## src/rtl/fetch_decode.sv

```systemverilog
// Instruction fetch and decode stage: holds the PC, fetches one word at a time
// over req/ack, and presents registered decode fields over valid/ready.
module fetch_decode #(
    parameter logic [31:0] RESET_PC = 32'h0000_0000
) (
    input  logic        clk_i,
    input  logic        reset_i,
    output logic        imem_req_o,
    output logic [31:0] imem_addr_o,
    input  logic        imem_ack_i,
    input  logic [31:0] imem_rdata_i,
    output logic        out_valid_o,
    input  logic        out_ready_i,
    output logic [31:0] out_pc_o,
    output logic [6:0]  opcode_o,
    output logic [4:0]  rd_o,
    output logic [4:0]  rs1_o,
    output logic [4:0]  rs2_o,
    output logic [31:0] imm_o,
    output logic        illegal_o,
    input  logic        redirect_valid_i,
    input  logic [31:0] redirect_pc_i
);

    localparam int unsigned XLEN   = 32;
    localparam int unsigned OPW    = 7;
    localparam int unsigned REGW   = 5;
    localparam logic [OPW-1:0]  OP_IMM = 7'b0010011;
    localparam logic [OPW-1:0]  OP_REG = 7'b0110011;
    localparam logic [XLEN-1:0] NOP_IR = 32'h0000_0013;
    localparam logic [XLEN-1:0] PC_STEP = 32'd4;

    typedef enum logic [1:0] {
        S_FETCH   = 2'd0,
        S_DISCARD = 2'd1,
        S_HOLD    = 2'd2
    } state_e;

    state_e          state_q, state_d;
    logic [XLEN-1:0] pc_q, pc_d;
    logic [XLEN-1:0] pc_next_q, pc_next_d;
    logic            req_q, valid_q;
    logic [XLEN-1:0] out_pc_q;
    logic [OPW-1:0]  opcode_q;
    logic [REGW-1:0] rd_q, rs1_q, rs2_q;
    logic [XLEN-1:0] imm_q;
    logic            illegal_q;

    logic            capture_c;
    logic [XLEN-1:0] redir_pc_c;
    logic [XLEN-1:0] dec_imm_c;
    logic            dec_illegal_c;
    logic            unused_funct3_c;

    assign redir_pc_c      = redirect_pc_i & ~XLEN'(3);
    assign unused_funct3_c = ^imem_rdata_i[14:12];

    // Decode the incoming word so the held fields are registered at capture.
    always_comb begin
        dec_imm_c     = '0;
        dec_illegal_c = 1'b1;
        case (imem_rdata_i[OPW-1:0])
            OP_IMM: begin
                dec_imm_c     = {{20{imem_rdata_i[31]}}, imem_rdata_i[31:20]};
                dec_illegal_c = 1'b0;
            end
            OP_REG:  dec_illegal_c = 1'b0;
            default: ;
        endcase
    end

    // Next-state logic; pc_q doubles as the in-flight address while discarding.
    always_comb begin
        state_d   = state_q;
        pc_d      = pc_q;
        pc_next_d = pc_next_q;
        capture_c = 1'b0;
        case (state_q)
            S_FETCH: begin
                if (imem_ack_i) begin
                    if (redirect_valid_i) begin
                        pc_d = redir_pc_c;
                    end else begin
                        capture_c = 1'b1;
                        pc_d      = pc_q + PC_STEP;
                        state_d   = S_HOLD;
                    end
                end else if (redirect_valid_i) begin
                    pc_next_d = redir_pc_c;
                    state_d   = S_DISCARD;
                end
            end
            S_DISCARD: begin
                if (redirect_valid_i) begin
                    pc_next_d = redir_pc_c;
                end
                if (imem_ack_i) begin
                    pc_d    = redirect_valid_i ? redir_pc_c : pc_next_q;
                    state_d = S_FETCH;
                end
            end
            S_HOLD: begin
                if (out_ready_i || redirect_valid_i) begin
                    state_d = S_FETCH;
                end
                if (redirect_valid_i) begin
                    pc_d = redir_pc_c;
                end
            end
            default: state_d = S_FETCH;
        endcase
    end

    always_ff @(posedge clk_i) begin
        if (reset_i) begin
            state_q   <= S_FETCH;
            pc_q      <= RESET_PC;
            pc_next_q <= RESET_PC;
            req_q     <= 1'b1;
            valid_q   <= 1'b0;
            out_pc_q  <= RESET_PC;
            opcode_q  <= NOP_IR[6:0];
            rd_q      <= NOP_IR[11:7];
            rs1_q     <= NOP_IR[19:15];
            rs2_q     <= NOP_IR[24:20];
            imm_q     <= '0;
            illegal_q <= 1'b0;
        end else begin
            state_q   <= state_d;
            pc_q      <= pc_d;
            pc_next_q <= pc_next_d;
            req_q     <= (state_d != S_HOLD);
            valid_q   <= (state_d == S_HOLD);
            if (capture_c) begin
                out_pc_q  <= pc_q;
                opcode_q  <= imem_rdata_i[6:0];
                rd_q      <= imem_rdata_i[11:7];
                rs1_q     <= imem_rdata_i[19:15];
                rs2_q     <= imem_rdata_i[24:20];
                imm_q     <= dec_imm_c;
                illegal_q <= dec_illegal_c;
            end
        end
    end

    assign imem_req_o  = req_q;
    assign imem_addr_o = pc_q;
    assign out_valid_o = valid_q;
    assign out_pc_o    = out_pc_q;
    assign opcode_o    = opcode_q;
    assign rd_o        = rd_q;
    assign rs1_o       = rs1_q;
    assign rs2_o       = rs2_q;
    assign imm_o       = imm_q;
    assign illegal_o   = illegal_q;

endmodule

```

## config.mk

```make
export PLATFORM = sky130hd
export DESIGN_NAME = fetch_decode
export DESIGN_NICKNAME = d
export VERILOG_FILES = /design/src/rtl/fetch_decode.sv
export SDC_FILE = /design/constraint.sdc
export NUM_CORES = 1
export LEC_CHECK = 0
export CAP_MARGIN = 20
export CORE_MARGIN = 2
export CORE_UTILIZATION = 46
export CTS_BUF_LIST = sky130_fd_sc_hd__clkbuf_8
export DETAILED_ROUTE_END_ITERATION = 7
export PLACE_DENSITY = 0.91
export SYNTH_ARGS = -nofsm -noshare
export SYNTH_HDL_FRONTEND = slang
export SYNTH_SLANG_ARGS = --single-unit
```

## constraint.sdc

```tcl
create_clock -name clk_i -period 2.9 [get_ports clk_i]
set_input_delay 0.725 -clock clk_i [delete_from_list [all_inputs] [get_ports clk_i]]
set_output_delay 0.725 -clock clk_i [all_outputs]
set_load 0.05 [all_outputs]
```

Word-level counts from Yosys, hierarchy flattened. Cells that the tools add are included.

Add/subtract/negate cells: 1. Eq/ne operators: 10. Mux-type cells: 19. Reduce and logical (&&, ||, !) cells: 7.

Operators by type and width (number): $mux W32 (7); $pmux W32 S3 (1); $pmux W32 S2 (1); $add A32 B3 Y32 const B (1); $mux W2 (5); $ne A2 B2 Y1 const B (5); $eq A7 B5 Y1 const B (1); $eq A7 B6 Y1 const B (1); $pmux W2 S3 (1); $eq A2 B2 Y1 const B (2); $mux W1 (4); $reduce_and A4 Y1 (1); $reduce_bool A3 Y1 (1); $eq A2 B1 Y1 const B (1); $logic_not A2 Y1 (1); $reduce_and A2 Y1 (1); $reduce_bool A2 Y1 (1); $reduce_or A2 Y1 (1); $logic_or A1 B1 Y1 (1).

Flip-flop bits (word level): 155. Input bits: 69. Output and inout bits: 121. Logic and storage cells: 49.

Longest topological paths before layout. Gate-level depths: netlist of the first run.

Depth after elaboration: 4. Gate-level depth with buffers: 9. Depth with buffers taken out: 7.

Least setup slack after synthesis of the first run. OpenSTA, ideal clock, no wires.

Path type: register -> register. Start: register state_q[1]. End: register pc_q[24], in the netlist imem_addr_o[24]. Setup time: 116 ps. Arrival time: 2077 ps. Data required time: 2784 ps. Slack: 707 ps. Cell stages (with the launch flop): 10. Path buffers: 2. Clock period less this slack: 2193 ps. Cells stage by stage: dfxtp_1 > inv_1 > ha_1 > o21ba_2 > or3_1 > buf_2 > buf_2 > a221oi_2 > a21oi_1 > o211a_1.

Cells in the longest elaborated chain, start to end: 3. Elaborated cells on any way between the ends: 9. Classes of those cells: eq/ne (5); mux (1); reduce/logical (3).

Ends and longest elaborated chain: from (decl) (RTL line 39) `state_e state_q, state_d;`; from (signal assigned) (RTL line 129) `state_q <= state_d;`; $eq A2 B2 Y1 (tied with other cells) (RTL line 78) `case (state_q)`; $ne A2 B2 Y1 (no source line) or $reduce_bool A3 Y1 (tied branches); $reduce_and A4 Y1 (no source line); to (signal assigned) (RTL line 130) `pc_q <= pc_d;`; to (decl) (RTL line 40) `logic [XLEN-1:0] pc_q, pc_d;`.

Parallel ways exist; a longest one is shown, timed or not. A chain may end at the register's enable or synchronous reset.

==> results of run 1 <==
[metal layers]
layer / routed length (um) / vias up / global-route usage / share of wire
li1: - / 3028 / - / -
met4: 607 / 0 / 0.125 / 0.032
met1: 8060 / 3017 / 0.350 / 0.42
met3: 1270 / 55 / 0.0480 / 0.067
met5: 0 / - / 0 / 0
met2: 9140 / 305 / 0.415 / 0.48
[cells in the final DEF (no fill, tap or decap), types with 5 or more instances in the layout]
master / n
dlymetal6s2s_1: 6
a21oi_1: 110
o211a_1: 5
nand2_1: 196
nand3_1: 13
ha_1: 6
clkbuf_8: 21
nand4_1: 7
xnor2_1: 8
nor3_1: 8
and4_1: 6
and2_1: 6
a211oi_1: 10
o211ai_1: 8
nor2_1: 37
o21ai_0: 21
nand2b_1: 7
inv_1: 11
dfxtp_1: 135
a221oi_1: 22
clkdlybuf4s50_1: 177
a221o_1: 5
buf_4: 28
a22oi_1: 15
and3_1: 7
[cell families (layout without fill, tap and decap cells)]
family / after synthesis / count (layout) / synth area share
multiplexers: 3 / 3 / 0.00505
AND/OR/NAND/NOR: 309 / 309 / 0.223
XOR/XNOR: 9 / 9 / 0.0127
flip-flops: 135 / 135 / 0.437
buffers and inverters: 88 / 254 / 0.0679
AO/OA/AOI/OAI: 229 / 229 / 0.242
adder cells (fa/ha/maj): 6 / 6 / 0.0121
[power by group through the flow]
stage	registers (mW)	clock network, mW	logic (mW)
global route	2.14	1.82	1.32
floorplan	2.42	0	0.470
finish	2.12	1.73	1.24
detailed placement	2.16	0	1.22
CTS	2.12	1.74	1.23
global placement	2.15	0	1.20
[final timing paths]
check                                   from              end  slack (ps)  depth (start not counted)
worst min-delay path            out_pc_o[29]     out_pc_o[29]         450                          2
worst max-delay path               imm_o[30]        imm_o[21]         100                          1
worst min register to register  out_pc_o[29]     out_pc_o[29]         450                          2
worst max register to register    state_q[0]  imem_addr_o[14]         280                          8
[registers in the layout (all words and copies together) (netlist names)]
name,flops
imem_addr_o,32
out_pc_o,32
pc_next_q,32
imm_o,12
opcode_o,7
rd_o,5
rs1_o,5
rs2_o,5
state_q,2
illegal_o,1
imem_req_o,1
out_valid_o,1
[layout make-up]
cell class	instances	area, sq um	area share
well taps	176	220	0.0257
multi-input cells	556	3080	0.359
flip-flops and latches	135	2700	0.315
clock inverters	11	154	0.0180
repair buffers	213	2100	0.245
clock buffers	21	289	0.0337
inverters	9	33.8	0.00394
==> impl_metrics.toml, run 1 <==
[layout]
n_antenna_cell = 0
fill_cells = 1071
postLayoutCellArea_sq_um = 8570
drive_above_1_share = 0.0836
fin_nets = 1007
syn_to_final_growth_pct = 38.5
fin_cells = 1121
fin_util = 0.650

[floorplanning]
dieWidth_um = 120
start_util = 0.469
pin_count = 190
row_count = 42
die_h_um = 120
die_area_sq_um = 14400
core_area_sq_um = 13200

[clock_network]
cts_resized = 0
cts_root_buf = "clkbuf_8"
cts.clk_slew.worst_paths_ps = 70
clkLatencyLatePin_ps = 450
cts_tree = "yes"
holdBufCountCts = 0
cts_max_level = 4
cts_buffers = 17
post_cts_buffers = 0
clockBufferDepth = 2
cts_sinks = 135

[synthesis]
synth_flop_cell = "dfxtp_1"
synthArstFlopShare = 0
synth_area_sq_um = 6190
synth-edff-count = 0
syn_area_per_cell_sq_um = 7.94
syn_inst = 779
yosysWarnings = 0
synth_top_area_cell = "dfxtp_1"
synth_cell_types = 63
yosysMostFrequentCell = "nand2_1"
synthTopCellsByCount = "nand2_1 (196), dfxtp_1 (135), a21oi_1 (110)"
ys_ff_latch = 135
synth_top_cell_area_share = 0.437
syn_nets = 854
synth_area_leaders = "dfxtp_1 (44%), nand2_1 (12%), a21oi_1 (8.9%)"
yosysSeqAreaShare = 0.437

[sta]
finalSetupTns_ps = 0
relSlewSlack = 0.343
post-route-min-period_ps = 2800
setup_ws_ps = 99.4
period_share = 0.966
fin_skew_ps = 9.49
fmax_ghz = 0.357
hold_ws_ps = 454
final-setup-viol-count = 0
slew_violations = 0
timing_hold_violations_final = 0
tightest_slew_ps = 986

[global_route]
antenna_found_initial = 0
grt_pass1_vias = 5971
grt_overflow = 0
grtUsageTotal = 0.264
grt_start_max_net_pins = 57
grt_pass1_wl_mm = 30.5

[power_and_ir_drop]
peakVddDrop_mv = 0.286
p_sw_frac = 0.322
leakage_nw = 3.19
power.density_nw_per_um2 = 594
pwr-share-clk = 0.339
p_total_mw = 5.09
comb_power_share = 0.244
netSwitchingPower_mw = 1.64
power.internal_mw = 3.45
p_seq_frac = 0.417

[setup_path]
critPathKind = "register to output pin"
worstPathCellList = "clkdlybuf4s50_1"
cp_top_family = "buffers and inverters"
worst-endpoint-required_ps = 2170
path_buf_inv = 1
critPathSlowestCell = "clkdlybuf4s50_1"
arrival_ps = 2080
start_kind = "register"
crit_fanout = 22
worstSetupEndpointType = "output pin"
cp_slowest_stage_delay_ps = 930

[detailed_routing]
routed_via_density = 5.71
post_drt_wl_per_cell_um = 17.0
drc = 0
drt_iter0_markers = 702
vias = 6405
ant_nets = 0
wl_mm = 19.1
firstDrtPassIters = 6

[placement]
dp.cells = 1089
placed_cell_area_sq_um = 8110
io_buffer_count = 184
gp_congestion = 0.870
dp_slack_ps = 105
dp_hpwl_mm = 13.0

[outcome]
status = "completed"

[flow_run]
drv_cap = 0

[min_path]
hold_class = "register to register"
Power figures use the tool's default switching activity.
==> inputs of run 2 (changes only) <==
--- a/config.mk
+++ b/config.mk
@@ -11,6 +11,7 @@
 export CTS_BUF_LIST = sky130_fd_sc_hd__clkbuf_8
 export DETAILED_ROUTE_END_ITERATION = 7
 export PLACE_DENSITY = 0.91
+export REMOVE_ABC_BUFFERS = 1
 export SYNTH_ARGS = -nofsm -noshare
 export SYNTH_HDL_FRONTEND = slang
 export SYNTH_SLANG_ARGS = --single-unit
==> impl_metrics.toml, run 2 (synthesized netlist as in run 1, its figures left out) <==
[setup_path]
worst-endpoint-required_ps = 2170
r2r_start = "state_q[1]"
crit_fanout = 22
start_kind = "register"
r2r_slack_ps = 160
critPathSlowestCell = "clkdlybuf4s50_1"
cp_top_family = "buffers and inverters"
worstPathCellList = "clkdlybuf4s50_1"
r2r_end = "imem_addr_o[28]"
critPathKind = "register to output pin"
worstSetupEndpointType = "output pin"
arrival_ps = 2040
path_buf_inv = 1
cp_slowest_stage_delay_ps = 920
worst-r2r-cell-count = 6

[clock_network]
cts_max_level = 4
cts_root_buf = "clkbuf_8"
cts_tree = "yes"
cts_buffers = 17
cts.clk_slew.worst_paths_ps = 70
cts_sinks = 135
clkLatencyLatePin_ps = 440
clockBufferDepth = 2
post_cts_buffers = 0

[power_and_ir_drop]
power.internal_mw = 3.27
p_seq_frac = 0.435
comb_power_share = 0.249
pwr-share-clk = 0.315
p_sw_frac = 0.327
power.density_nw_per_um2 = 571
p_total_mw = 4.87
leakage_nw = 3.08
netSwitchingPower_mw = 1.59
peakVddDrop_mv = 0.273

[layout]
final_cell_mix = "nand2_1 (196), clkdlybuf4s50_1 (182), dfxtp_1 (135), a21oi_1 (110), nor2_1 (37)"
multiInputGateArea_sq_um = 3080
fill_cells = 1154
n_antenna_cell = 0
postLayoutCellArea_sq_um = 8530
ff_latch_area_sq_um = 2700
final_common_cell = "nand2_1"
syn_to_final_growth_pct = 37.8
drive_above_1_share = 0.0827
fin_nets = 1006

[floorplanning]
dieWidth_um = 120
die_area_sq_um = 14400
pin_count = 190
die_h_um = 120
row_count = 42
start_util = 0.469
core_area_sq_um = 13200

[global_route]
grt_overflow = 0
grtUsageTotal = 0.242
antenna_found_initial = 0
grt_pass1_wl_mm = 28.4
grt_start_max_net_pins = 55
grt_pass1_vias = 5825

[sta]
hold_ws_ps = 453
post-route-min-period_ps = 2770
period_share = 0.953
setup_ws_ps = 135
relSlewSlack = 0.500
final-setup-viol-count = 0
tightest_slew_ps = 750
fin_skew_ps = 11.6
slew_violations = 0
timing_hold_violations_final = 0
fmax_ghz = 0.362

[detailed_routing]
drc = 0
routed_via_density = 5.63
ant_nets = 0
firstDrtPassIters = 6
vias = 6304
post_drt_wl_per_cell_um = 15.9
wl_mm = 17.8
drt_iter0_markers = 421

[placement]
dp_hpwl_mm = 12.2
placed_cell_area_sq_um = 8130
dp_slack_ps = 13.7
gp_congestion = 0.827
io_buffer_count = 184

[min_path]
hold_path_depth = 2
hold_class = "register to register"
whs_endpoint = "out_pc_o[31]"
hold_start = "out_pc_o[31]"

[outcome]
status = "completed"

[flow_run]
drv_cap = 0
-- run 2: cell count changes in the layout (fill, tap and decap cells not counted) --
cell / change
clkdlybuf4s50_1: +5
dlymetal6s2s_1: -5
buf_4: -3
buf_12: +2
bufinv_16: -2
clkinv_2: +1
clkinv_4: +1
inv_1: -1
-- run 2: tightest hold or removal path, stage by stage (launching register included) --
cell     delay [ps]
dfxtp_1         310
nand2_1          50
a21oi_1          50
-- run 2: metrics by stage --
step | setup TNS [ps] | std cells | util
3_3_place_gp | 0 | 1088 | 0.616
3_5_place_dp | 0 | 1088 | 0.616
6_report | 0 | 1119 | 0.646
5_1_grt | -11.5 | 1119 | 0.646
2_1_floorplan | -107380 | 700 | -
4_1_cts | 0 | 1119 | 0.646
-- run 2: worst max path at each step --
| stage | from | to | cells past startpoint |
|---|---|---|---|
| after floorplan | imm_o[30] | imm_o[30] | 2 |
| final | imm_o[30] | imm_o[23] | 1 |
| after global placement | redirect_valid_i | imem_addr_o[26] | 6 |
| after detailed placement | redirect_valid_i | imem_addr_o[28] | 6 |
| after global routing | imm_o[30] | imm_o[24] | 1 |
| after CTS | imm_o[30] | imm_o[20] | 1 |
-- run 2: power groups by stage --
stage / Combinational, mW / Sequential, mW / Clock (mW)
5_1_grt: 1.29 / 2.14 / 1.65
6_report: 1.21 / 2.12 / 1.54
3_3_place_gp: 1.18 / 2.15 / 0
2_1_floorplan: 0.413 / 2.43 / 0
3_5_place_dp: 1.21 / 2.16 / 0
4_1_cts: 1.21 / 2.11 / 1.57
-- run 2: metal layers --
layer  global-route usage  routed length (um)  vias to the layer above
met1                0.310                7330                     2974
met3               0.0575                1410                       27
met4               0.0691                 262                        0
li1                     -                   -                     3026
met2                0.406                8780                      277
met5                    0                   0                        -
-- run 2: cell type report --
class / count / area share
Multi-Input combinational cell: 556 / 0.361
Sequential cell: 135 / 0.317
Timing Repair Buffer: 212 / 0.247
Clock buffer: 21 / 0.0339
Tap cell: 176 / 0.0258
Clock inverter: 10 / 0.0122
Inverter: 9 / 0.00396
-- run 2: what timing repair did --
| action | in CTS | in global routing |
|---|---|---|
| hold buffers | 0 | 0 |
| endpoints found under the setup margin | 0 | 3 |
| resized for setup | 0 | 1 |
==> inputs of run 3 (changes only) <==
--- a/config.mk
+++ b/config.mk
@@ -10,6 +10,7 @@
 export CORE_UTILIZATION = 46
 export CTS_BUF_LIST = sky130_fd_sc_hd__clkbuf_8
 export DETAILED_ROUTE_END_ITERATION = 7
+export HOLD_SLACK_MARGIN = 0.08
 export PLACE_DENSITY = 0.91
 export REMOVE_ABC_BUFFERS = 1
 export SYNTH_ARGS = -nofsm -noshare
==> constraint.sdc (replaced) <==
create_clock -name clk_i -period 3.05 [get_ports clk_i]
set_input_delay 0.7625 -clock clk_i [delete_from_list [all_inputs] [get_ports clk_i]]
set_output_delay 0.7625 -clock clk_i [all_outputs]
set_load 0.05 [all_outputs]
==> impl_metrics.toml, run 3 (synthesized netlist as in run 1, its figures left out) <==
[layout]
n_antenna_cell = 0
syn_to_final_growth_pct = 38.1
final_common_cell = "nand2_1"
drive_above_1_share = 0.0778
postLayoutCellArea_sq_um = 8550
final_cell_mix = "nand2_1 (196), clkdlybuf4s50_1 (183), dfxtp_1 (135), a21oi_1 (110), nor2_1 (37)"
fin_cells = 1114
fill_cells = 1082
fin_util = 0.648
fin_nets = 1001

[clock_network]
cts_root_buf = "clkbuf_8"
cts_tree = "yes"
cts_resized = 0
clockBufferDepth = 2
cts.clk_slew.worst_paths_ps = 70
cts_sinks = 135
clkLatencyLatePin_ps = 450
cts_max_level = 4
post_cts_buffers = 0
holdBufCountCts = 0
cts_buffers = 17

[sta]
period_share = 0.928
setup_ws_ps = 221
timing_hold_violations_final = 0
tightest_slew_ps = 925
grt_setup_unrepaired = "false"
final-setup-viol-count = 0
fin_skew_ps = 10.8
relSlewSlack = 0.381
slew_violations = 0
hold_ws_ps = 452
fmax_ghz = 0.353
post-route-min-period_ps = 2830

[placement]
dp_slack_ps = 182
placed_cell_area_sq_um = 8110
dp_hpwl_mm = 11.7
io_buffer_count = 184
gp_congestion = 0.846
dp.cells = 1083

[global_route]
antenna_found_initial = 0
grtUsageTotal = 0.247
grt_start_max_net_pins = 119
grt_overflow = 0
grt_pass1_wl_mm = 28.9
grt_pass1_vias = 5931

[detailed_routing]
vias = 6290
wl_met3_mm = 1.31
drc = 0
drt_iter0_markers = 480
wl_mm = 17.7
top_layer_used = "met4"
ant_nets = 0
routed_via_density = 5.65
met1Wirelength_mm = 7.46
met2_length_mm = 8.51
post_drt_wl_per_cell_um = 15.9
firstDrtPassIters = 5

[setup_path]
arrival_ps = 2070
worst-endpoint-required_ps = 2290
worstPathCellList = "clkdlybuf4s50_1"
critPathKind = "register to output pin"
crit_fanout = 22
critical_path_cell_count = 1
path_buf_inv = 1
cp_slowest_stage_delay_ps = 930
critPathSlowestCell = "clkdlybuf4s50_1"
start_kind = "register"
r2r_slack_ps = 450
r2r_end = "imem_addr_o[11]"
worstSetupEndpointType = "output pin"
cp_top_family = "buffers and inverters"
worst-r2r-cell-count = 8
r2r_start = "state_q[1]"

[power_and_ir_drop]
peakVddDrop_mv = 0.295
comb_power_share = 0.239
netSwitchingPower_mw = 1.53
pwr-share-clk = 0.342
power.density_nw_per_um2 = 562
power.internal_mw = 3.28
p_seq_frac = 0.420
leakage_nw = 3.06
p_sw_frac = 0.318

[floorplanning]
start_util = 0.469
core_area_sq_um = 13200
row_count = 42
die_h_um = 120
dieWidth_um = 120
pin_count = 190
die_area_sq_um = 14400

[min_path]
whs_endpoint = "out_pc_o[31]"
hold_class = "register to register"
hold_path_depth = 2
hold_start = "out_pc_o[31]"

[flow_run]
drv_cap = 0

[outcome]
status = "completed"
run 3: changes by cell type in the layout (fill, tap and decap cells not counted), sizes merged:
cell,change
buf,-5
bufinv,+2
clkdlybuf4s50,+1
clkinv,-1
clkinvlp,-1
dlymetal6s2s,-1
run 3: stage by stage:
stage	setup TNS, ps	total power [mW]
after global routing	0	5.00
after CTS	0	4.82
after detailed placement	0	3.19
final	0	4.80
after floorplan	-104870	2.70
after global placement	0	3.16
run 3: worst max-delay path by stage:
stage                     startpoint              end  slack (ps)
floorplan                  imm_o[30]        imm_o[30]       -4970
global placement    redirect_valid_i  imem_addr_o[17]         210
CTS                        imm_o[30]        imm_o[14]         190
finish                     imm_o[30]        imm_o[14]         220
global route               imm_o[30]        imm_o[23]         100
detailed placement        imem_ack_i  imem_addr_o[23]         180
run 3: power by group through the flow:
stage	clock, mW	combinational [mW]	sequential (mW)
after floorplan	0	0.393	2.31
after global placement	0	1.12	2.04
after detailed placement	0	1.14	2.05
after CTS	1.67	1.14	2.01
after global routing	1.74	1.23	2.03
final	1.64	1.15	2.01
run 3: per-layer routing:
metal | global-route usage | vias up
met5 | 0 | -
met4 | 0.0897 | 0
met3 | 0.0442 | 35
met2 | 0.410 | 270
met1 | 0.320 | 2973
li1 | - | 3012
run 3: final cells by class:
type | count | area (sq um) | area share
Tap cell | 176 | 220 | 0.0258
Multi-Input combinational cell | 556 | 3080 | 0.360
Clock inverter | 10 | 151 | 0.0177
Inverter | 9 | 33.8 | 0.00395
Clock buffer | 21 | 289 | 0.0338
Timing Repair Buffer | 207 | 2070 | 0.243
Sequential cell | 135 | 2700 | 0.316
